--- src/rtl/pipe_track.sv ---
// Scrolling pipe manager: keeps the right edge of each pipe, scrolls and wraps them on
// frame ticks, tracks the pipe ahead of the bird and keeps a saturating score.
module pipe_track #(
  parameter int NUM_PIPES = 4,
  parameter int XW        = 10,
  parameter int PIPE_W    = 80,
  parameter int SPACING   = 160,
  parameter int BIRD_X    = 320,
  parameter int SCORE_W   = 8
) (
  input  logic                         clk,
  input  logic                         reset,
  input  logic                         Start,
  input  logic                         Stop,
  input  logic                         Ack,
  input  logic                         tick,
  input  logic [2:0]                   speed,
  input  logic [$clog2(NUM_PIPES)-1:0] rel_idx,
  output logic [XW-1:0]                x_left,
  output logic [XW-1:0]                x_right,
  output logic [$clog2(NUM_PIPES)-1:0] out_pipe,
  output logic [SCORE_W-1:0]           Score,
  output logic                         passed,
  output logic                         Q_Initial,
  output logic                         Q_Run,
  output logic                         Q_Stop
);

  localparam int IW     = $clog2(NUM_PIPES);
  localparam int PERIOD = NUM_PIPES * SPACING;

  typedef enum logic [1:0] {S_INIT = 2'd0, S_RUN = 2'd1, S_STOP = 2'd2} state_t;

  function automatic logic [XW-1:0] init_r(input int i);
    return XW'(PIPE_W + i * SPACING);
  endfunction

  // First pipe whose starting right edge is at or beyond the bird.
  function automatic int first_ahead();
    int res;
    res = 0;
    for (int i = NUM_PIPES - 1; i >= 0; i--) begin
      if (PIPE_W + i * SPACING >= BIRD_X) res = i;
    end
    return res;
  endfunction

  localparam logic [IW-1:0] INIT_OUT = IW'(first_ahead());

  state_t        state, state_next;
  logic [XW-1:0] r      [NUM_PIPES];
  logic [XW-1:0] r_step [NUM_PIPES];
  logic [IW-1:0] sel;
  logic          adv;

  always_ff @(posedge clk) begin
    if (reset) state <= S_INIT;
    else       state <= state_next;
  end

  always_comb begin
    state_next = state;
    case (state)
      S_INIT:  if (Start) state_next = S_RUN;  else state_next = S_INIT;
      S_RUN:   if (Stop)  state_next = S_STOP; else state_next = S_RUN;
      S_STOP:  if (Ack)   state_next = S_INIT; else state_next = S_STOP;
      default: state_next = S_INIT;
    endcase
  end

  // Positions never reach 0: stepping at or past the left edge wraps by one period.
  always_comb begin
    for (int i = 0; i < NUM_PIPES; i++) begin
      if (r[i] > XW'(speed)) r_step[i] = r[i] - XW'(speed);
      else                   r_step[i] = r[i] - XW'(speed) + XW'(PERIOD);
    end
  end

  assign adv = r_step[out_pipe] < XW'(BIRD_X);

  always_ff @(posedge clk) begin
    if (reset || state == S_INIT || (state == S_STOP && Ack)) begin
      for (int i = 0; i < NUM_PIPES; i++) r[i] <= init_r(i);
      out_pipe <= INIT_OUT;
      Score    <= '0;
      passed   <= 1'b0;
    end else if (state == S_RUN && tick && !Stop) begin
      for (int i = 0; i < NUM_PIPES; i++) r[i] <= r_step[i];
      if (adv) begin
        out_pipe <= out_pipe + IW'(1);
        if (Score != {SCORE_W{1'b1}}) Score <= Score + SCORE_W'(1);
        passed <= 1'b1;
      end else begin
        passed <= 1'b0;
      end
    end else begin
      passed <= 1'b0;
    end
  end

  assign sel       = out_pipe + rel_idx;
  assign x_right   = r[sel];
  assign x_left    = (r[sel] > XW'(PIPE_W)) ? r[sel] - XW'(PIPE_W) : '0;
  assign Q_Initial = (state == S_INIT);
  assign Q_Run     = (state == S_RUN);
  assign Q_Stop    = (state == S_STOP);

endmodule

--- config.mk ---
export PLATFORM = sky130hd
export DESIGN_NAME = pipe_track
export DESIGN_NICKNAME = d
export VERILOG_FILES = /design/src/rtl/pipe_track.sv
export SDC_FILE = /design/constraint.sdc
export NUM_CORES = 1
export LEC_CHECK = 0
export ABC_AREA = 0
export BUFFER_PORTS_ARGS = -buffer_cell sky130_fd_sc_hd__buf_2
export CORE_ASPECT_RATIO = 1.4
export CORE_MARGIN = 2
export CORE_UTILIZATION = 66
export CTS_BUF_LIST = sky130_fd_sc_hd__clkbuf_8
export DETAILED_ROUTE_END_ITERATION = 12
export PLACE_DENSITY = 0.95
export SLEW_MARGIN = 20
export SYNTH_ARGS = -nofsm -noshare
export SYNTH_HDL_FRONTEND = slang
export SYNTH_SLANG_ARGS = --single-unit
--- constraint.sdc ---
create_clock -name clk -period 8.3 [get_ports clk]
set_input_delay 0.415 -clock clk [delete_from_list [all_inputs] [get_ports clk]]
set_output_delay 0.415 -clock clk [all_outputs]
set_load 0.03 [all_outputs]
**Yosys cells after proc, flatten, opt, wreduce, memory -nomap -nowiden**

Memories as Yosys holds them, arrays and structs flattened.
Cells that the tools add are included.

- Register bits: 13
- Latch bits: 0
- RAM bits: 40
- Memory bits (read-only): 0
- Logic and storage cells: 65
- Memories kept: 1

- Add/subtract/negate cells: 12
- Multiply operators: 0
- Divide/modulo/power cells: 0
- Order comparisons: 7
- Eq/ne operators: 3
- Shifts and indexed selects: 0
- Muxes and demuxes: 22
- Bitwise operators: 6
- Reduce and logical (&&, ||, !) cells: 10

Memories:

| name | depth | bits a word | read ports | clocked after memory_dff | wr ports | RTL line | text |
|---|---|---|---|---|---|---|---|
| r | 4 | 10 | 5 | 0 | 4 | 51 | `logic [XW-1:0] r [NUM_PIPES];` |

Operators by type and width:

| cell | count |
|---|---|
| 10-bit 2-to-1 mux | 11 |
| 10-bit adder, second input constant | 4 |
| 10-bit by 3-bit > comparator with 1-bit output | 4 |
| 10-bit by 3-bit subtractor with 10-bit output | 4 |
| 10-bit binary-select mux with 2-bit select | 1 |
| 10-bit by 7-bit > comparator with 1-bit output, second input constant | 1 |
| 10-bit by 9-bit < comparator with 1-bit output, second input constant | 1 |
| 10-bit by 7-bit subtractor with 10-bit output, second input constant | 1 |
| 8-bit by 1-bit adder with 8-bit output, second input constant | 1 |
| 8-bit != test, second input constant | 1 |
| 1-bit 2-to-1 mux | 7 |
| 2-bit one-hot mux with 3 select lines | 1 |
| 2-bit 2-to-1 mux | 2 |
| 1-bit OR | 4 |
| 3-bit >= comparator, second input constant | 1 |
| 1-bit logical AND | 3 |
| 2-bit NOT with 3-bit output | 1 |
| 3-bit AND reduction | 1 |
| 2-bit by 1-bit adder with 2-bit output, second input constant | 1 |
| 2-bit adder | 1 |
| 2-bit by 1-bit == test with 1-bit output, second input constant | 1 |
| 2-bit == test, second input constant | 1 |
| 2-bit zero test | 1 |
| 1-bit logical OR | 2 |
| other kinds (4) | 4 |

**Depth between registers and ports, before layout**

Gate-level depths: netlist of run 1.
An unclocked memory read counts as a cell.

- Word-level depth: 9
- Gate-level depth with buffers: 16
- Mapped depth without buffers: 16

**Worst setup path after synthesis of run 1**

Ideal clock, no wire load.

- Path type: register -> output
- From: reg out_pipe[0]
- To: out x_left[6]
- Data arrival time: 3463 ps
- Data required time: 7885 ps
- Setup slack: 4422 ps
- Cell stages (with the launch flop): 12
- Buffers on the path: 0
- Cell sequence: dfxtp_1 -> ha_1 -> xnor2_1 -> xnor2_1 -> mux4_2 -> inv_1 -> ha_1 -> inv_1 -> nand2_1 -> a21oi_1 -> nor4_1 -> nor2_1

- Word-level cells in the longest chain between the ends: 4
- Elaborated cells between the ends (all ways): 5
- Classes of those cells: 2 x add/sub; 1 x order compare; 1 x mux; 1 x memory

Ends and longest elaborated chain:

| element | RTL line | text |
|---|---|---|
| from (decl) | 21 | `output logic [$clog2(NUM_PIPES)-1:0] out_pipe,` |
| from (signal assigned) | 90 | `out_pipe <= out_pipe + IW'(1);` |
| 2-bit adder * | 101 | `assign sel = out_pipe + rel_idx;` |
| memory read 4 x 10 bit * | n/a |  |
| net x_right[5] | 20 | `output logic [XW-1:0] x_right,` |
| 10-bit by 7-bit subtractor with 10-bit output or 10-bit by 7-bit > comparator with 1-bit output (tied branches) | 103 | `assign x_left = (r[sel] > XW'(PIPE_W)) ? r[sel] - XW'(PIPE_W) : '0;` |
| 10-bit 2-to-1 mux * | 103 |  |
| to (decl) | 19 | `output logic [XW-1:0] x_left,` |

The timed path passes the listed nets; every way through them passes the cells marked *.

**Final worst setup path of run 1**

- From: reg out_pipe[0]
- To: out x_left[1]

- Word-level cells in the longest chain between the ends: 4
- Elaborated cells between the ends (all ways): 5
- Classes of those cells: 2 x add/sub; 1 x order compare; 1 x mux; 1 x memory

Ends and longest elaborated chain:

| element | RTL line |
|---|---|
| 2-bit adder * | 101 |
| memory read 4 x 10 bit * | n/a |
| 10-bit by 7-bit subtractor with 10-bit output or 10-bit by 7-bit > comparator with 1-bit output (tied branches) | 103 |
| 10-bit 2-to-1 mux * | 103 |

Mark *: on every way between the ends. The rest lies on a longest branch, timed or not.

==> results of run 1 <==
## logic make-up (layout without fill, tap and decap cells)
family          count (synthesis)  in the layout  share of synthesized area
simple gates                  198            198                      0.249
mux                            20             20                     0.0822
xor+xnor                       29             29                     0.0634
buf+inv                        37             81                     0.0350
compound gates                 71             71                      0.123
fa+ha+maj                      24             24                     0.0825
flops                          53             53                      0.365
## report_power, final
group          switching [mW]  leakage (nW)  internal, mW
Clock                  0.0889        0.0542        0.0756
Combinational          0.0932          1.18        0.0537
Sequential             0.0117         0.524         0.293
## synth_stat cells, types with 2 or more instances
cell type and count:
ha_1 20, a311oi_1 4, o21ai_0 14, xnor2_1 14, a21o_1 5, a22oi_1 2
dfxtp_1 13, fa_1 4, nor2_1 66, edfxtp_1 40, nor4_1 6, xor2_1 15
clkbuf_1 9, nand3_1 15, and4b_1 3, nand3b_1 2, or2_2 3, and3_1 3
a21oi_1 15, o21a_1 5, nor2b_1 18, inv_1 26, a31oi_1 4, mux2i_1 7
o211a_1 2, nand2_1 34, mux2_2 3, nand2b_1 8, o31ai_1 3, or2_1 2
or3_1 8, nand4_1 3, a211oi_1 2, nor3_1 17, mux4_2 10, o31a_1 2
## final cells by class
type / count / area (sq um)
Clock inverter: 1 / 5.00
Tap cell: 70 / 87.6
Fill cell: 418 / 1470
Sequential cell: 53 / 1460
Inverter: 26 / 97.6
Clock buffer: 7 / 96.3
Multi-Input combinational cell: 342 / 2400
Timing Repair Buffer: 47 / 243
## state kept, by name (all words and copies together), names as in the netlist
register,flops
Score,8
out_pipe,2
passed,1
r,40
state,2
## worst register-to-register path: cells and delay by family, from the launching register on
family                     cells  cell delay [ns]
xor gates and xnor gates       1             0.27
and+or+nand+nor                5             1.49
AOI/OAI and AO/OA              7             1.05
DFF                            1             0.41
adders and majority gates      2             0.70
## stage by stage
| step | hold slack [ns] | cell area (sq um) |
|---|---|---|
| after detailed placement | 0.487 | 4290 |
| after global routing | 0.310 | 4390 |
| after floorplan | 0.451 | 4010 |
| after CTS | 0.301 | 4390 |
| final | 0.299 | 4390 |
| after global placement | 0.469 | 4290 |
## layer usage
layer	GRT usage	vias up
met1	0.335	1725
met5	0	-
met3	0.0618	53
li1	-	1665
met2	0.586	204
met4	0.216	0
## worst paths after layout
kind                     to  slack, ns
setup / recovery  x_left[1]       3.81
hold / removal     state[1]       0.30
setup reg to reg   Score[3]       4.32
hold reg to reg    state[0]       0.49
==> impl_metrics.json, run 1 <==
{
  "hpwl_mm": 7.73,
  "setup_viol": 0,
  "nets": 510,
  "drt_wl_total_mm": 10.4,
  "htreeDepth": 2,
  "worstPathArrival_ns": 4.07,
  "hold_viol_final": 0,
  "drv_slew": 0,
  "crit_type": "reg -> out",
  "rsz0062_at_grt": "no",
  "track_usage": 0.321,
  "cts_resized": 0,
  "r2r-start": "r[0][2]",
  "clock.fmax_ghz": 0.223,
  "drc_errors": 0,
  "numPlacedInstances": 538,
  "io_pins": 45,
  "grt_pass1_vias": 3608,
  "cts_hold_buf": 0,
  "crit_family": "simple AND/OR/NAND/NOR gates",
  "synth_edf_count": 40,
  "async_reset_ff_frac": 0,
  "syn_area_sq_um": 4010,
  "crit_buf_inv": 2,
  "worstSetupStartpoint": "out_pipe[0]",
  "setup_slack_ns": 3.81,
  "power_mw": 0.616,
  "crit_path_end_kind": "output pin",
  "status": "complete, no violations",
  "syn_to_final_growth_pct": 9.72,
  "synth.avg_cell_area_sq_um": 9.27,
  "worstHoldPathType": "in -> reg",
  "yosys.area.top_type_share": 0.300,
  "cap_violations": 0,
  "finalNonFillerCells": 546,
  "hold-path-cell-count": 2,
  "required_ns": 7.89,
  "path_depth": 8,
  "num_vias": 3647,
  "worstPathMaxFanout": 10,
  "dieArea_sq_um": 6720,
  "coreArea_sq_um": 5860,
  "clock-root-buffer": "clkbuf_8",
  "wl_met1_mm": 3.67,
  "powerDensity_nw_per_um2": 140,
  "startpoint_type": "register",
  "fin_setup_tns_ns": 0,
  "grt-ovfl-total": 0,
  "syn_nets": 467,
  "timing.final.crit_share": 0.541,
  "post-cts-setup-buffers": 0,
  "yosysSeqAreaShare": 0.365,
  "wl_per_cell_um": 19.1,
  "ys_warn_count": 0,
  "num_antenna_cells": 0,
  "die_w_um": 69.8,
  "synth.distinct_cells": 61,
  "initial_core_util": 0.683,
  "fin_crit_ns": 4.49,
  "wl_met2_mm": 5.53,
  "portBuffers": 44,
  "avgViaCountPerCell": 6.68,
  "tightest_slew_ns": 1.11,
  "clock_latency_ns": 0.32,
  "dieHeight_um": 96.2,
  "clock-sinks": 53,
  "crit_top_cell": "nor4_1",
  "routabilityCongestion": 0.959,
  "route.top_layer_used": "met4",
  "hp-start": "reset",
  "syn_inst": 432,
  "drtIter0Drc": 406,
  "fin_worst_skew_ns": 0.0108,
  "cpMaxStageDelayCell": "nor4_1",
  "row_count": 33,
  "slowest_delay_ns": 0.83,
  "layout.cells.most_common_list": "nor2_1 (66), buf_2 (44), edfxtp_1 (40), nand2_1 (34), inv_1 (26)",
  "clk_path_buf_depth": 2,
  "synthTopCellsByArea": "edfxtp_1 (30%), dfxtp_1 (6.5%), ha_1 (6.2%)",
  "grt_max_degree": 41,
  "clkTransAtPathRegs_ns": 0.09,
  "synth.ff_latch_count": 53,
  "p_leak_nw": 1.76,
  "cts_tree": "yes",
  "maxSlewHeadroom": 0.260,
  "ant_nets": 0,
  "synth_flop_cell": "edfxtp_1",
  "mostFrequentLayoutCell": "nor2_1",
  "dp_slack_ns": 4.11,
  "first_pass_iters": 6,
  "cp_cell_sequence": "ha_1 -> mux4_2 -> nor4_1 -> a21oi_1 -> nor4_1 -> buf_4 -> nor2b_1 -> buf_2",
  "synth_top_cell_by_area": "edfxtp_1",
  "drive_gt1_frac": 0.164,
  "finish.utilization": 0.749,
  "rr_worst_depth": 15,
  "grt_pass1_wl_mm": 16.9,
  "antenna_found_initial": 0,
  "numCtsBuffers": 5,
  "wl_met3_um": 710,
  "peakVddDrop_v": 0.000107
}
Note: power is estimated with default switching activity, not from simulation.
==> run 2: changes to the inputs <==
Settings changed: CORE_UTILIZATION 66 to 55, PLACE_DENSITY 0.95 to 0.9.
Clock period 8.3 ns to 3.85 ns, I/O delays scaled along.
==> impl_metrics.json, run 2 (synthesized netlist as in run 1, its figures left out) <==
{
  "status": "complete, no violations",
  "initial_core_util": 0.570,
  "ant_nets": 0,
  "largest_register_ffs": 40,
  "crit_path_end_kind": "register",
  "regMostFlops": "r",
  "peakVddDrop_v": 0.000251,
  "io_pins": 45,
  "setup_slack_ns": 0.0915,
  "clk_path_buf_depth": 2,
  "num_vias": 3640,
  "top_regs": "r x40, Score x8",
  "cts_tree": "yes",
  "whs_ns": 0.0688,
  "syn_to_final_growth_pct": 13.2,
  "timing.final.crit_share": 0.976,
  "fin_worst_skew_ns": 0.00377,
  "crit_buf_inv": 0,
  "grt-ovfl-total": 0,
  "cp_cell_sequence": "ha_1 -> nor2b_1 -> a21bo_2 -> or3_1 -> nor3_2 -> xor2_1 -> ha_1 -> o41ai_2 -> nor4b_2 -> a31o_1 -> o211a_1 -> a311oi_2 -> nor3_2 -> mux2i_1 -> nor2_1",
  "layout.cells.most_common_list": "nor2_1 (65), buf_2 (44), edfxtp_1 (40), nand2_1 (34), inv_1 (26)",
  "portBuffers": 44,
  "cts_hold_buf": 0,
  "coreArea_sq_um": 7030,
  "power.switching_mw": 0.428,
  "clock-sinks": 53,
  "first_pass_iters": 8,
  "drtIter0Drc": 418,
  "power_mw": 1.33,
  "row_count": 36,
  "p_seq_frac": 0.493,
  "crit_family": "simple AND/OR/NAND/NOR gates",
  "drt_wl_total_mm": 10.5,
  "worstHoldPathType": "in -> reg",
  "numCtsBuffers": 5,
  "num_antenna_cells": 0,
  "mostFrequentLayoutCell": "nor2_1",
  "startpoint_type": "register",
  "drc_errors": 0,
  "cpMaxStageDelayCell": "nor3_2",
  "dieHeight_um": 105,
  "crit_type": "reg -> reg",
  "clock.fmax_ghz": 0.266,
  "clock-root-buffer": "clkbuf_8",
  "drive_gt1_frac": 0.193,
  "worstPathArrival_ns": 3.98,
  "track_usage": 0.265,
  "die_w_um": 76.1,
  "worstPathMaxFanout": 7,
  "maxSlewHeadroom": 0.288,
  "swShare": 0.322,
  "internal_power_mw": 0.901,
  "hpwl_mm": 7.95,
  "drv_slew": 0,
  "slowest_delay_ns": 0.48,
  "setup_viol": 0,
  "fin_setup_tns_ns": 0,
  "clock_latency_ns": 0.32,
  "antenna_found_initial": 0,
  "clkTransAtPathRegs_ns": 0.10,
  "hold_viol_final": 0,
  "place_area_sq_um": 4410,
  "grt_pass1_vias": 3615,
  "dieArea_sq_um": 7990,
  "combPwrFrac": 0.247,
  "dp_slack_ns": -0.0125,
  "wl_per_cell_um": 18.0,
  "nets": 522,
  "tightest_slew_ns": 1.07,
  "powerDensity_nw_per_um2": 293,
  "avgViaCountPerCell": 6.24,
  "fin_crit_ns": 3.76,
  "required_ns": 4.07,
  "cap_violations": 0,
  "p_leak_nw": 1.82,
  "htreeDepth": 2,
  "final_design_area_no_fill_sq_um": 4530,
  "rsz0062_at_grt": "yes",
  "grt_max_degree": 41,
  "routabilityCongestion": 1.05,
  "p_clk_frac": 0.260,
  "grt_pass1_wl_mm": 17.0
}
[run 2: cell types whose count changed in the layout (fill, tap and decap cells not counted), sizes merged]
cell,before,now
buf,47,59
clkbuf,7,6
clkinv,1,2
[run 2: repair_timing]
action | 4_1_cts | 5_1_grt
setup buffers | 0 | 1
pin swaps | 0 | 2
setup endpoints to repair | 7 | 11
hold endpoints to repair | 0 | 0
gates resized for setup | 2 | 2
[run 2: layout make-up]
type	count	area (sq um)
fill	570	2490
timing repair buffer	59	333
clock inverter	2	13.8
tap	95	119
inverter	26	97.6
multi-input combinational	342	2420
clock buffer	6	82.6
sequential	53	1460
[run 2: worst paths after layout]
kind         depth (start not counted)  endpoint  slack [ns]  startpoint
min                                  2  state[1]        0.07       reset
min reg2reg                          1  state[0]        0.52    state[1]
max                                 15  Score[1]        0.09     r[0][1]
max reg2reg                         15  Score[1]        0.09     r[0][1]
[run 2: through the flow]
stage,utilization,instances
3_5_place_dp,0.627,574
6_report,0.645,583
4_1_cts,0.642,582
2_1_floorplan,-,432
5_1_grt,0.645,583
3_3_place_gp,0.627,574
[run 2: layer usage]
metal	GRT usage	up-vias	routed length, um
li1	-	1688	-
met4	0.134	0	455
met3	0.0363	47	527
met5	0	-	0
met1	0.286	1734	3790
met2	0.500	171	5710
[run 2: power by group through the flow]
stage	Combinational [mW]	Sequential (mW)	Clock (mW)
final	0.328	0.655	0.346
after global routing	0.352	0.657	0.364
after CTS	0.322	0.654	0.347
after detailed placement	0.320	0.667	0
after global placement	0.308	0.665	0
after floorplan	0.229	0.659	0
==> run 3: changes to the inputs <==
Settings changed: PLACE_DENSITY 0.9 to 0.79.
==> impl_metrics.json, run 3 (synthesized netlist as in run 1, its figures left out) <==
{
  "status": "complete, no violations",
  "grt_pass1_wl_mm": 16.5,
  "routabilityCongestion": 0.995,
  "first_pass_iters": 5,
  "drv_slew": 0,
  "avgViaCountPerCell": 6.10,
  "clock-sinks": 53,
  "portBuffers": 44,
  "layout.cells.most_common_list": "nor2_1 (66), buf_2 (44), edfxtp_1 (40), nand2_1 (34), inv_1 (26)",
  "clkTransAtPathRegs_ns": 0.10,
  "timing.final.crit_share": 0.973,
  "num_antenna_cells": 0,
  "clk_path_buf_depth": 2,
  "ant_nets": 0,
  "clock.fmax_ghz": 0.267,
  "drive_gt1_frac": 0.199,
  "worstHoldPathType": "in -> reg",
  "wl_per_cell_um": 17.5,
  "required_ns": 4.11,
  "io_pins": 45,
  "p_leak_nw": 1.82,
  "track_usage": 0.259,
  "row_count": 36,
  "regMostFlops": "r",
  "grt_max_degree": 41,
  "num_vias": 3554,
  "htreeDepth": 2,
  "hp-start": "reset",
  "powerDensity_nw_per_um2": 289,
  "startpoint_type": "register",
  "largest_register_ffs": 40,
  "nets": 522,
  "antenna_found_initial": 0,
  "cp_cell_sequence": "ha_1 -> a21oi_2 -> a21bo_2 -> or3_1 -> nor3_2 -> xor2_1 -> ha_1 -> o41ai_2 -> nor4b_2 -> a31o_1 -> o211a_1 -> a311oi_4 -> or2_1 -> or3_1 -> a21oi_1",
  "crit_type": "reg -> reg",
  "finalNonFillerCells": 583,
  "dieHeight_um": 105,
  "initial_core_util": 0.570,
  "worstSetupStartpoint": "r[0][2]",
  "mostFrequentLayoutCell": "nor2_1",
  "hold_viol_final": 0,
  "cts_tree": "yes",
  "drtIter0Drc": 270,
  "ff_latch_area_sq_um": 1460,
  "top_regs": "r x40, Score x8",
  "fin_crit_ns": 3.75,
  "dieArea_sq_um": 7990,
  "worstPathArrival_ns": 4.00,
  "setup_slack_ns": 0.104,
  "grt_pass1_vias": 3547,
  "multi_input_area_sq_um": 2460,
  "coreArea_sq_um": 7030,
  "drc_errors": 0,
  "slowest_delay_ns": 0.39,
  "tightest_slew_ns": 1.08,
  "crit_path_end_kind": "register",
  "clock-root-buffer": "clkbuf_8",
  "hpwl_mm": 7.83,
  "setup_viol": 0,
  "worstPathMaxFanout": 5,
  "syn_to_final_growth_pct": 13.9,
  "maxSlewHeadroom": 0.275,
  "finish.utilization": 0.649,
  "cts_hold_buf": 0,
  "fin_worst_skew_ns": 0.0142,
  "peakVddDrop_v": 0.000208,
  "numPlacedInstances": 574,
  "rsz0062_at_grt": "yes",
  "grt-ovfl-total": 0,
  "clock_latency_ns": 0.33,
  "r2r-start": "r[0][2]",
  "cap_violations": 0,
  "die_w_um": 76.1,
  "dp_slack_ns": 0.0265,
  "numCtsBuffers": 5,
  "cpMaxStageDelayCell": "edfxtp_1",
  "fillCellCount": 605,
  "drt_wl_total_mm": 10.2
}
-- run 3: final timing paths --
kind         endpoint  slack, ns  depth (start not counted)
min          state[1]       0.07                          2
min reg2reg  state[0]       0.49                          1
max          Score[3]       0.10                         15
max reg2reg  Score[3]       0.10                         15
-- run 3: worst max-delay path: cells and delay by family, from the launching register on --
family | cells | cell delay [ns]
AND/OR/NAND/NOR | 5 | 1.39
AO/OA/AOI/OAI | 7 | 1.03
flip-flops | 1 | 0.39
XOR/XNOR | 1 | 0.22
adder cells (fa/ha/maj) | 2 | 0.63
-- run 3: power by group --
part	leakage [nW]	internal, mW	total [mW]	switching [mW]
combinational	1.25	0.124	0.326	0.202
sequential	0.524	0.632	0.654	0.0222
clock	0.0489	0.130	0.337	0.207
-- run 3: layer usage --
layer | vias up | track usage | routed length [um]
li1 | 1679 | - | -
met1 | 1703 | 0.279 | 3800
met2 | 132 | 0.484 | 5560
met3 | 40 | 0.0380 | 438
met4 | 0 | 0.135 | 419
met5 | - | 0 | 0
-- run 3: cell type report --
| type | count | share of cell area |
|---|---|---|
| inverters | 26 | 0.0214 |
| repair buffers | 59 | 0.0730 |
| clock buffers | 5 | 0.0151 |
| well taps | 95 | 0.0261 |
| flip-flops and latches | 53 | 0.320 |
| clock inverters | 3 | 0.00439 |
| multi-input cells | 342 | 0.540 |
-- run 3: through the flow --
stage | TNS [ns] | cell area (sq um) | power, mW | hold slack, ns
global route | -0.163 | 4560 | 1.38 | 0.0702
CTS | 0 | 4510 | 1.32 | 0.0583
floorplan | 0 | 4010 | 0.887 | 0.265
detailed placement | 0 | 4410 | 0.984 | 0.415
global placement | 0 | 4410 | 0.974 | 0.407
finish | 0 | 4560 | 1.32 | 0.0682
-- run 3: timing repair --
item | 4_1_cts | 5_1_grt
gates cloned | 0 | 0
pin swaps | 0 | 1
gates resized for setup | 2 | 7
endpoints found under the setup margin | 7 | 19
buffers inserted | 0 | 1
